`src/rtl/cobra_prog_loader.sv`:
```
// cobra_prog_loader: receives a framed program byte stream (sync, 16-bit word
// count, little-endian instruction words, XOR checksum), writes each completed
// word into instruction memory and holds the CYBERcobra core in reset until a
// frame has loaded with a matching checksum.
module cobra_prog_loader #(
    parameter int MEM_WORDS = 256
) (
    input  logic        clk_i,
    input  logic        rst_ni,
    input  logic [7:0]  rx_data_i,
    input  logic        rx_valid_i,
    output logic        rx_ready_o,
    output logic        mem_we_o,
    output logic [31:0] mem_addr_o,
    output logic [31:0] mem_wdata_o,
    output logic        core_rst_o,
    output logic        busy_o,
    output logic        done_o,
    output logic        err_o
);

    localparam logic [7:0] SYNC_BYTE = 8'hA5;

    typedef enum logic [2:0] {
        IDLE,
        CNT_LO,
        CNT_HI,
        DATA,
        CHECK,
        DONE,
        ERROR
    } state_t;

    state_t      state_q, state_d;
    logic [15:0] cnt_q, cnt_d;
    logic [15:0] word_idx_q, word_idx_d;
    logic [1:0]  byte_idx_q, byte_idx_d;
    logic [7:0]  xor_q, xor_d;
    logic [23:0] asm_q, asm_d;
    logic        mem_we_q, mem_we_d;
    logic [31:0] mem_addr_q, mem_addr_d;
    logic [31:0] mem_wdata_q, mem_wdata_d;
    logic        ready_q, ready_d;
    logic        core_rst_q, core_rst_d;
    logic        busy_q, busy_d;
    logic        done_q, done_d;
    logic        err_q, err_d;

    logic        accept;
    logic [15:0] count_full;

    // A byte transfers only when the loader advertises ready; ready is
    // withheld exactly in the cycle the write strobe is up.
    assign accept     = rx_valid_i & ready_q;
    assign count_full = {rx_data_i, cnt_q[7:0]};

    // Next-state, datapath and registered-output computation.
    always_comb begin
        state_d     = state_q;
        cnt_d       = cnt_q;
        word_idx_d  = word_idx_q;
        byte_idx_d  = byte_idx_q;
        xor_d       = xor_q;
        asm_d       = asm_q;
        mem_we_d    = 1'b0;
        mem_addr_d  = mem_addr_q;
        mem_wdata_d = mem_wdata_q;

        if (accept) begin
            case (state_q)
                IDLE, DONE, ERROR: begin
                    // Anything other than the sync byte is dropped silently.
                    if (rx_data_i == SYNC_BYTE) begin
                        state_d    = CNT_LO;
                        word_idx_d = 16'd0;
                        byte_idx_d = 2'd0;
                        xor_d      = 8'd0;
                    end
                end
                CNT_LO: begin
                    cnt_d[7:0] = rx_data_i;
                    state_d    = CNT_HI;
                end
                CNT_HI: begin
                    cnt_d[15:8] = rx_data_i;
                    if (count_full == 16'd0) begin
                        state_d = CHECK;
                    end else if ({16'd0, count_full} > 32'(MEM_WORDS)) begin
                        state_d = ERROR;
                    end else begin
                        state_d = DATA;
                    end
                end
                DATA: begin
                    // Any byte value here, including 0xA5, is payload.
                    xor_d      = xor_q ^ rx_data_i;
                    byte_idx_d = byte_idx_q + 2'd1;
                    case (byte_idx_q)
                        2'd0:    asm_d[7:0]   = rx_data_i;
                        2'd1:    asm_d[15:8]  = rx_data_i;
                        2'd2:    asm_d[23:16] = rx_data_i;
                        default: asm_d        = asm_q;
                    endcase
                    if (byte_idx_q == 2'd3) begin
                        mem_we_d    = 1'b1;
                        mem_addr_d  = {14'd0, word_idx_q, 2'b00};
                        mem_wdata_d = {rx_data_i, asm_q};
                        word_idx_d  = word_idx_q + 16'd1;
                        if (word_idx_q == (cnt_q - 16'd1)) begin
                            state_d = CHECK;
                        end
                    end
                end
                CHECK: begin
                    state_d = (rx_data_i == xor_q) ? DONE : ERROR;
                end
                default: state_d = IDLE;
            endcase
        end

        ready_d    = ~mem_we_d;
        core_rst_d = (state_d != DONE);
        busy_d     = (state_d == CNT_LO) || (state_d == CNT_HI) ||
                     (state_d == DATA)   || (state_d == CHECK);
        done_d     = (state_d == DONE);
        err_d      = (state_d == ERROR);
    end

    // State, datapath and output registers with asynchronous reset.
    always_ff @(posedge clk_i or negedge rst_ni) begin
        if (!rst_ni) begin
            state_q     <= IDLE;
            cnt_q       <= 16'd0;
            word_idx_q  <= 16'd0;
            byte_idx_q  <= 2'd0;
            xor_q       <= 8'd0;
            asm_q       <= 24'd0;
            mem_we_q    <= 1'b0;
            mem_addr_q  <= 32'd0;
            mem_wdata_q <= 32'd0;
            ready_q     <= 1'b0;
            core_rst_q  <= 1'b1;
            busy_q      <= 1'b0;
            done_q      <= 1'b0;
            err_q       <= 1'b0;
        end else begin
            state_q     <= state_d;
            cnt_q       <= cnt_d;
            word_idx_q  <= word_idx_d;
            byte_idx_q  <= byte_idx_d;
            xor_q       <= xor_d;
            asm_q       <= asm_d;
            mem_we_q    <= mem_we_d;
            mem_addr_q  <= mem_addr_d;
            mem_wdata_q <= mem_wdata_d;
            ready_q     <= ready_d;
            core_rst_q  <= core_rst_d;
            busy_q      <= busy_d;
            done_q      <= done_d;
            err_q       <= err_d;
        end
    end

    assign rx_ready_o  = ready_q;
    assign mem_we_o    = mem_we_q;
    assign mem_addr_o  = mem_addr_q;
    assign mem_wdata_o = mem_wdata_q;
    assign core_rst_o  = core_rst_q;
    assign busy_o      = busy_q;
    assign done_o      = done_q;
    assign err_o       = err_q;

endmodule

```
`config.mk`:
```
export PLATFORM = sky130hd
export DESIGN_NAME = cobra_prog_loader
export DESIGN_NICKNAME = d
export VERILOG_FILES = /design/src/rtl/cobra_prog_loader.sv
export SDC_FILE = /design/constraint.sdc
export NUM_CORES = 1
export LEC_CHECK = 0
export ABC_AREA = 1
export BUFFER_PORTS_ARGS = -buffer_cell sky130_fd_sc_hd__buf_2
export CELL_PAD_IN_SITES_DETAIL_PLACEMENT = 1
export CELL_PAD_IN_SITES_GLOBAL_PLACEMENT = 1
export CORE_ASPECT_RATIO = 0.5
export CORE_UTILIZATION = 47
export DETAILED_ROUTE_END_ITERATION = 12
export PLACE_DENSITY = 0.88
export REMOVE_ABC_BUFFERS = 1
export SYNTH_ARGS = -nofsm -noshare
export SYNTH_HDL_FRONTEND = slang
export SYNTH_SLANG_ARGS = --single-unit
```
`constraint.sdc`:
```
create_clock -name clk_i -period 3.9 [get_ports clk_i]
set_input_delay 0.39 -clock clk_i [delete_from_list [all_inputs] [get_ports clk_i]]
set_output_delay 0.39 -clock clk_i [all_outputs]
set_load 0.005 [all_outputs]
```
======== Yosys cells after proc, flatten, opt, wreduce, memory -nomap -nowiden ========
Cells that the tools add are included.
word-level totals
  RAM bits ................................ 0
  bits in registers ....................... 123
  latch bits .............................. 0
  input bits .............................. 11
  memories ................................ 0
  logic and storage cells ................. 79
  ROM bits ................................ 0
operators by class
  $mul .................................... 0
  bitwise operators ....................... 3
  shift-type cells ........................ 0
  reductions and logical operators ........ 16
  $lt $le $gt $ge ......................... 1
  add/subtract/negate cells ............... 3
  muxes and demuxes ....................... 18
  equal/unequal tests ..................... 21
  divide/modulo/power cells ............... 0
operators with widths
  operator                 count
  $mux W16                 2
  $pmux W16 S2             1
  $eq A3 B3 Y1 const B     6
  $mux W3                  6
  $add A16 B1 Y16 const B  1
  $eq A16 B16 Y1           1
  $gt A16 B9 Y1 const B    1
  $logic_not A16 Y1        1
  $pmux W8 S2              1
  $sub A16 B1 Y16 const B  1
  $pmux W3 S5              1
  $reduce_and A3 Y1        5
  $eq A3 B2 Y1 const B     4
  $eq A8 B8 Y1             1
  $eq A8 B8 Y1 const B     1
  $mux W8                  1
  $xor A8 B8 Y8            1
  $eq A3 B1 Y1 const B     2
  $eq A2 B2 Y1 const B     2
  $mux W2                  2
  $ne A2 B2 Y1 const B     2
  $pmux W2 S2              1
  $reduce_and A2 Y1        2
  $reduce_and A4 Y1        1
  other kinds (11)         15

======== Logic depth before layout (Yosys ltp) ========
  depth in word-level cells ............... 10
  depth in mapped cells ................... 19

======== Least setup slack after synthesis ========
Ideal clock, no wire load.
  path type ............................... register -> register
  from .................................... register cnt_q[0]
  to ...................................... register busy_q, in the netlist busy_o
  data arrival time ....................... 1.850 ns
  clock period less this slack ............ 1.971 ns
  stages on the path, launching flop included .. 16
  required time ........................... 3.780 ns
  buffers on the path ..................... 0
  path slack .............................. 1.929 ns
  library setup time ...................... 0.120 ns
  cell sequence ........................... dfrtp_1 -> inv_1 -> ha_1 -> nand2_2 -> nor2_4 -> nand2_2 -> nand2_1 -> nand3_1 -> nor3_4 -> nand3_1 -> nand2_1 -> nand2_1 -> nand2_2 -> nand2_4 -> o21ai_1 -> nand2_1
on the way
  word-level cells in the longest chain between the ends .. 10
RTL lines
  what                                                 RTL line  RTL
  start: declaration                                   35        logic [15:0] cnt_q, cnt_d;
  start signal: assignment                             148       cnt_q <= cnt_d;
  $sub A16 B1 Y16                                      109       if (word_idx_q == (cnt_q - 16'd1)) begin
  $eq A16 B16 Y1                                       109
  $mux W3                                              109
  $mux W3                                              104       if (byte_idx_q == 2'd3) begin
  $pmux W3 S5 (*)                                      70        case (state_q)
  $mux W3 (*)                                          69        if (accept) begin
  net state_d[1]                                       34        state_t state_q, state_d;
  $eq A3 B1 Y1 / $eq A3 B2 Y1 (equally long branches)  123       busy_d = (state_d == CNT_LO) || (state_d == CNT_HI) ||
  $logic_or A1 B1 Y1 (2 in series)                     123
  $logic_or A1 B1 Y1 (*)                               124       (state_d == DATA) || (state_d == CHECK);
  net busy_d                                           45        logic busy_q, busy_d;
  end signal: assignment                               158       busy_q <= busy_d;
  end: declaration                                     45
The timed path passes the listed nets; every way through them passes the cells marked *.
A chain may end at the register's enable or synchronous reset.

======== Final worst setup path ========
  from .................................... register state_q[1]
  to ...................................... register word_idx_q[7]
on the way
  word-level cells in the longest chain between the ends .. 4
RTL lines
  what                                                                 RTL line  RTL
  start: declaration                                                   34
  start signal: assignment                                             147       state_q <= state_d;
  $eq A3 B3 Y1 / $logic_not A3 Y1 (equally long branches)              70
  $reduce_or A3 Y1                                                     70
  $ne A2 B2 Y1 (no line) / $reduce_bool A2 Y1 (equally long branches)  --
  $reduce_and A4 Y1 (no line)                                          --
  end signal: assignment                                               149       word_idx_q <= word_idx_d;
  end: declaration                                                     36        logic [15:0] word_idx_q, word_idx_d;
Several ways; a longest one is shown, not always the timed one.

==> results.md <==
- After synthesis, the netlist uses between 40 and 50 different library cells.
- The total power density per cell area is between 600 and 700 nW/µm².
- The analysis attributes to cell leakage a power of between 3 and 4 nW.
- The clock slew seen by the registers of the worst setup and hold paths is 60 ps.
- The share of the synthesized area in the top cell type is 50.5%.
- The DRC violation total after the first TritonRoute iteration is 369.
- The synthesized design spends more area on one cell type than any other, namely sky130_fd_sc_hd__dfrtp_1.
- Setup repair after global routing left no endpoint under its margin.
- Counting the buffers created by CTS gives 17.
- The startpoint type of the worst setup path is a flip-flop.
- The highest attainable clock frequency is between 300 and 400 MHz.
- Summing the sequential cell areas from Yosys gives 50.9% of the chip area.
- The run finished with clean final reports.
- The initial utilization of the core area, before any placement, comes to between 40% and 50%.
- By instance count, the leading cell after synthesis is sky130_fd_sc_hd__nand2_1.
- The routability-driven placement congestion ratio is about 0.87.
- Buffers inserted to repair hold after CTS numbered 0.
- The wire length per cell is roughly 19 µm.
- The die covers 13,400 µm².
- Data on the critical path arrives at its endpoint at around 3200 ps.
- The fraction of the cycle the final worst path needs is just over 70%.
- Counting flops with an async set or reset pin after synthesis yields a share of 100%.
- Across every metal layer, demand over resource in global routing totals 29.1%.
- The post-synthesis instance area is slightly above 6000 µm².
- Compared with the post-synthesis result, the final layout area differs by 15.9%.
- The final-report hold violation count is 0.
- In this run the worst hold path is classified as in2async.
- The number of nets in the finished design is about 800.
- STA classifies the critical path endpoint as a flip-flop.
- The routed design has 17.8 mm of wire.
- After detailed routing, the number of remaining DRC violations is 0.
- The number of nets with antenna violations after detailed routing is 0.
- CTS built an H-tree with a depth of 4.
- The kind of critical path is reg2reg.
- After technology mapping, the gate count stands at 724.
- The number of antenna violations at the first check in global routing was 0.
- The total overflow left after global routing is 0.
- TritonCTS built the clock tree.
- The detailed placement HPWL is approximately 12 mm.
- The mean cell area of the mapped netlist is 8.35 µm².
- Of all nets on the critical path, the largest fanout is 29.
- For the worst setup path, the data required time is 4210 ps.
- The setup-violating endpoint count in the final report is 0.
- The number of buffers between clock root and the deepest sink is 2.
- The first detailed-routing pass ran for 6 iterations.
- The horizontal die dimension is between 150 and 200 µm.
- The number of synthesized flops with an enable pin is 0.
- The synthesis-stage register bit count is 123.
- The clock skew is 6.88 ps.
- The launching element of the worst setup path is state_q[1].
- The total negative slack is 0 ps.
- The worst-case IR drop observed on VDD is 0.000285 V.
- The startpoint of the worst register-to-register path is state_q[1].
- For this run, the number of Yosys warnings is 0.
- The number of top-level pins is a little over 80.
- The count of buffers from port buffering is 64.
- By area the synthesized netlist is led by sky130_fd_sc_hd__dfrtp_1, sky130_fd_sc_hd__nand2_1, sky130_fd_sc_hd__o21ai_0, sky130_fd_sc_hd__inv_1, sky130_fd_sc_hd__xor2_1.
- The fraction of final layout cells sized beyond drive strength 1 is 17.0%.
- The first-pass GRT wire length is 29.0 mm.
- The buffer cell driving the clock tree root is sky130_fd_sc_hd__clkbuf_16.
- The total count of max-transition violations in the final report came to 0.
- Counting I/O delays and the setup requirement, the final critical path takes 2830 ps.
- The clock net sink count is roughly 120.
- The final hold slack is 77.5 ps.
- The source-to-sink clock delay at the later pin of the worst-skew pair is about 430 ps.
- The largest net degree at the start of global routing is 71.
- The number of rows created at floorplan is 28.
- After synthesis, the most frequently instantiated cells are sky130_fd_sc_hd__nand2_1, sky130_fd_sc_hd__dfrtp_1, sky130_fd_sc_hd__o21ai_0.
- For this run, the leading register cell type out of synthesis is sky130_fd_sc_hd__dfrtp_1.
- The via count of the first global-routing pass is 5,604.
- At the pin with the least slew margin, the transition time is between 900 and 1000 ps.
- From bottom edge to top edge, the die measures roughly 82 µm.
- 0 antenna diodes ended up in the layout.
- The worst max-slew margin expressed relative to the limit is a little under two fifths.
- The per-cell via count in the routed design is 5.49.
- The count of maximum capacitance violations is 0.
- In this run, post-CTS repair resized a total of 0 instances.
- The standard cell core area is 12,200 µm².
- The count of vias placed by the detailed router is 5,288.
- The number of setup buffers added after CTS is 0.
## critical path, stage by stage, from the launching register on
cell and delay (ps):
sky130_fd_sc_hd__dfrtp_1 450, sky130_fd_sc_hd__nand2_1 130, sky130_fd_sc_hd__nor2_4 180, sky130_fd_sc_hd__inv_2 150, sky130_fd_sc_hd__nor2_8 210, sky130_fd_sc_hd__nand2_2 100, sky130_fd_sc_hd__inv_2 420, sky130_fd_sc_hd__nor2_2 250
sky130_fd_sc_hd__inv_4 190, sky130_fd_sc_hd__nand3_2 120, sky130_fd_sc_hd__nor3_2 250, sky130_fd_sc_hd__nand3_1 120, sky130_fd_sc_hd__nand2_1 90, sky130_fd_sc_hd__nor2_1 50
## path summary, 6_finish.rpt
kind                            cells after the start  slack, ps               to
worst max-delay path                               13       1070    word_idx_q[7]
worst min-delay path                                1         80   mem_addr_o[12]
worst max register to register                     13       1070    word_idx_q[7]
worst min register to register                      2        480  mem_wdata_o[10]
max in group asynchronous                           2       2980  mem_wdata_o[14]
min in group clk_i                                  4        330         xor_q[4]
## layout make-up
class / count / area (µm²)
Inverter: 62 / 235
Clock buffer: 19 / 433
Fill cell: 1474 / 5150
Clock inverter: 13 / 134
Multi-Input combinational cell: 515 / 2570
Sequential cell: 123 / 3080
Timing Repair Buffer: 66 / 350
Tap cell: 165 / 206
## logic make-up after synthesis
family,Yosys count,share of synthesized area [%]
simple gates,366,27.4
compound gates,100,9.00
xor+xnor,27,3.91
flops,123,50.9
buf+inv,101,7.51
other cells,1,0.0620
fa+ha+maj,6,1.24
## cells in the final DEF, fill, tap and decap left out, drive strengths merged
cell type	instances
a21oi	8
a22o	3
a31oi	1
and2	1
buf	66
bufinv	1
clkbuf	19
clkinv	5
clkinvlp	3
conb	16
dfrtp	122
dfstp	1
ha	6
inv	66
nand2	251
nand3	24
nand3b	5
nand4	14
nor2	54
nor3	10
nor3b	2
nor4	4
o2111ai	1
o21ai	79
o21bai	2
o31ai	6
or2	1
xnor2	7
xor2	20
## sequential cells by signal, indices dropped and copies added (netlist names), 2 cells and up
| signal | count |
|---|---|
| asm_q | 24 |
| byte_idx_q | 2 |
| xor_q | 8 |
| state_q | 3 |
| mem_wdata_o | 32 |
| word_idx_q | 16 |
| cnt_q | 16 |
| mem_addr_o | 16 |
## where the power goes
group | leakage, nW | switching (mW) | total [mW] | internal (mW)
combinational | 1.76 | 1.01 | 1.51 | 0.503
sequential | 1.62 | 0.270 | 1.79 | 1.52
clock | 0.267 | 0.626 | 1.52 | 0.891
## stage by stage
stage / util [%] / setup slack, ps / power [mW] / cell area [µm²] / cells
2_1_floorplan: - / 1220 / 2.79 / 5880 / 700
3_3_place_gp: 53.0 / 1470 / 3.12 / 6440 / 931
4_1_cts: 57.6 / 1130 / 4.83 / 7010 / 963
5_1_grt: 57.6 / 900 / 5.10 / 7010 / 963
3_5_place_dp: 53.0 / 1250 / 3.23 / 6440 / 931
6_report: 57.6 / 1070 / 4.82 / 7010 / 963
## per-layer routing
layer / vias up / track usage, % / part of all wire, % / routed length (µm)
met2: 191 / 50.9 / 49 / 8740
met4: 0 / 14.0 / 3.3 / 582
met3: 60 / 6.54 / 5.2 / 920
li1: 2411 / - / - / -
met5: - / 0 / 0 / 0
met1: 2626 / 35.0 / 43 / 7600
No activity file was read; power rests on OpenSTA's default activity.
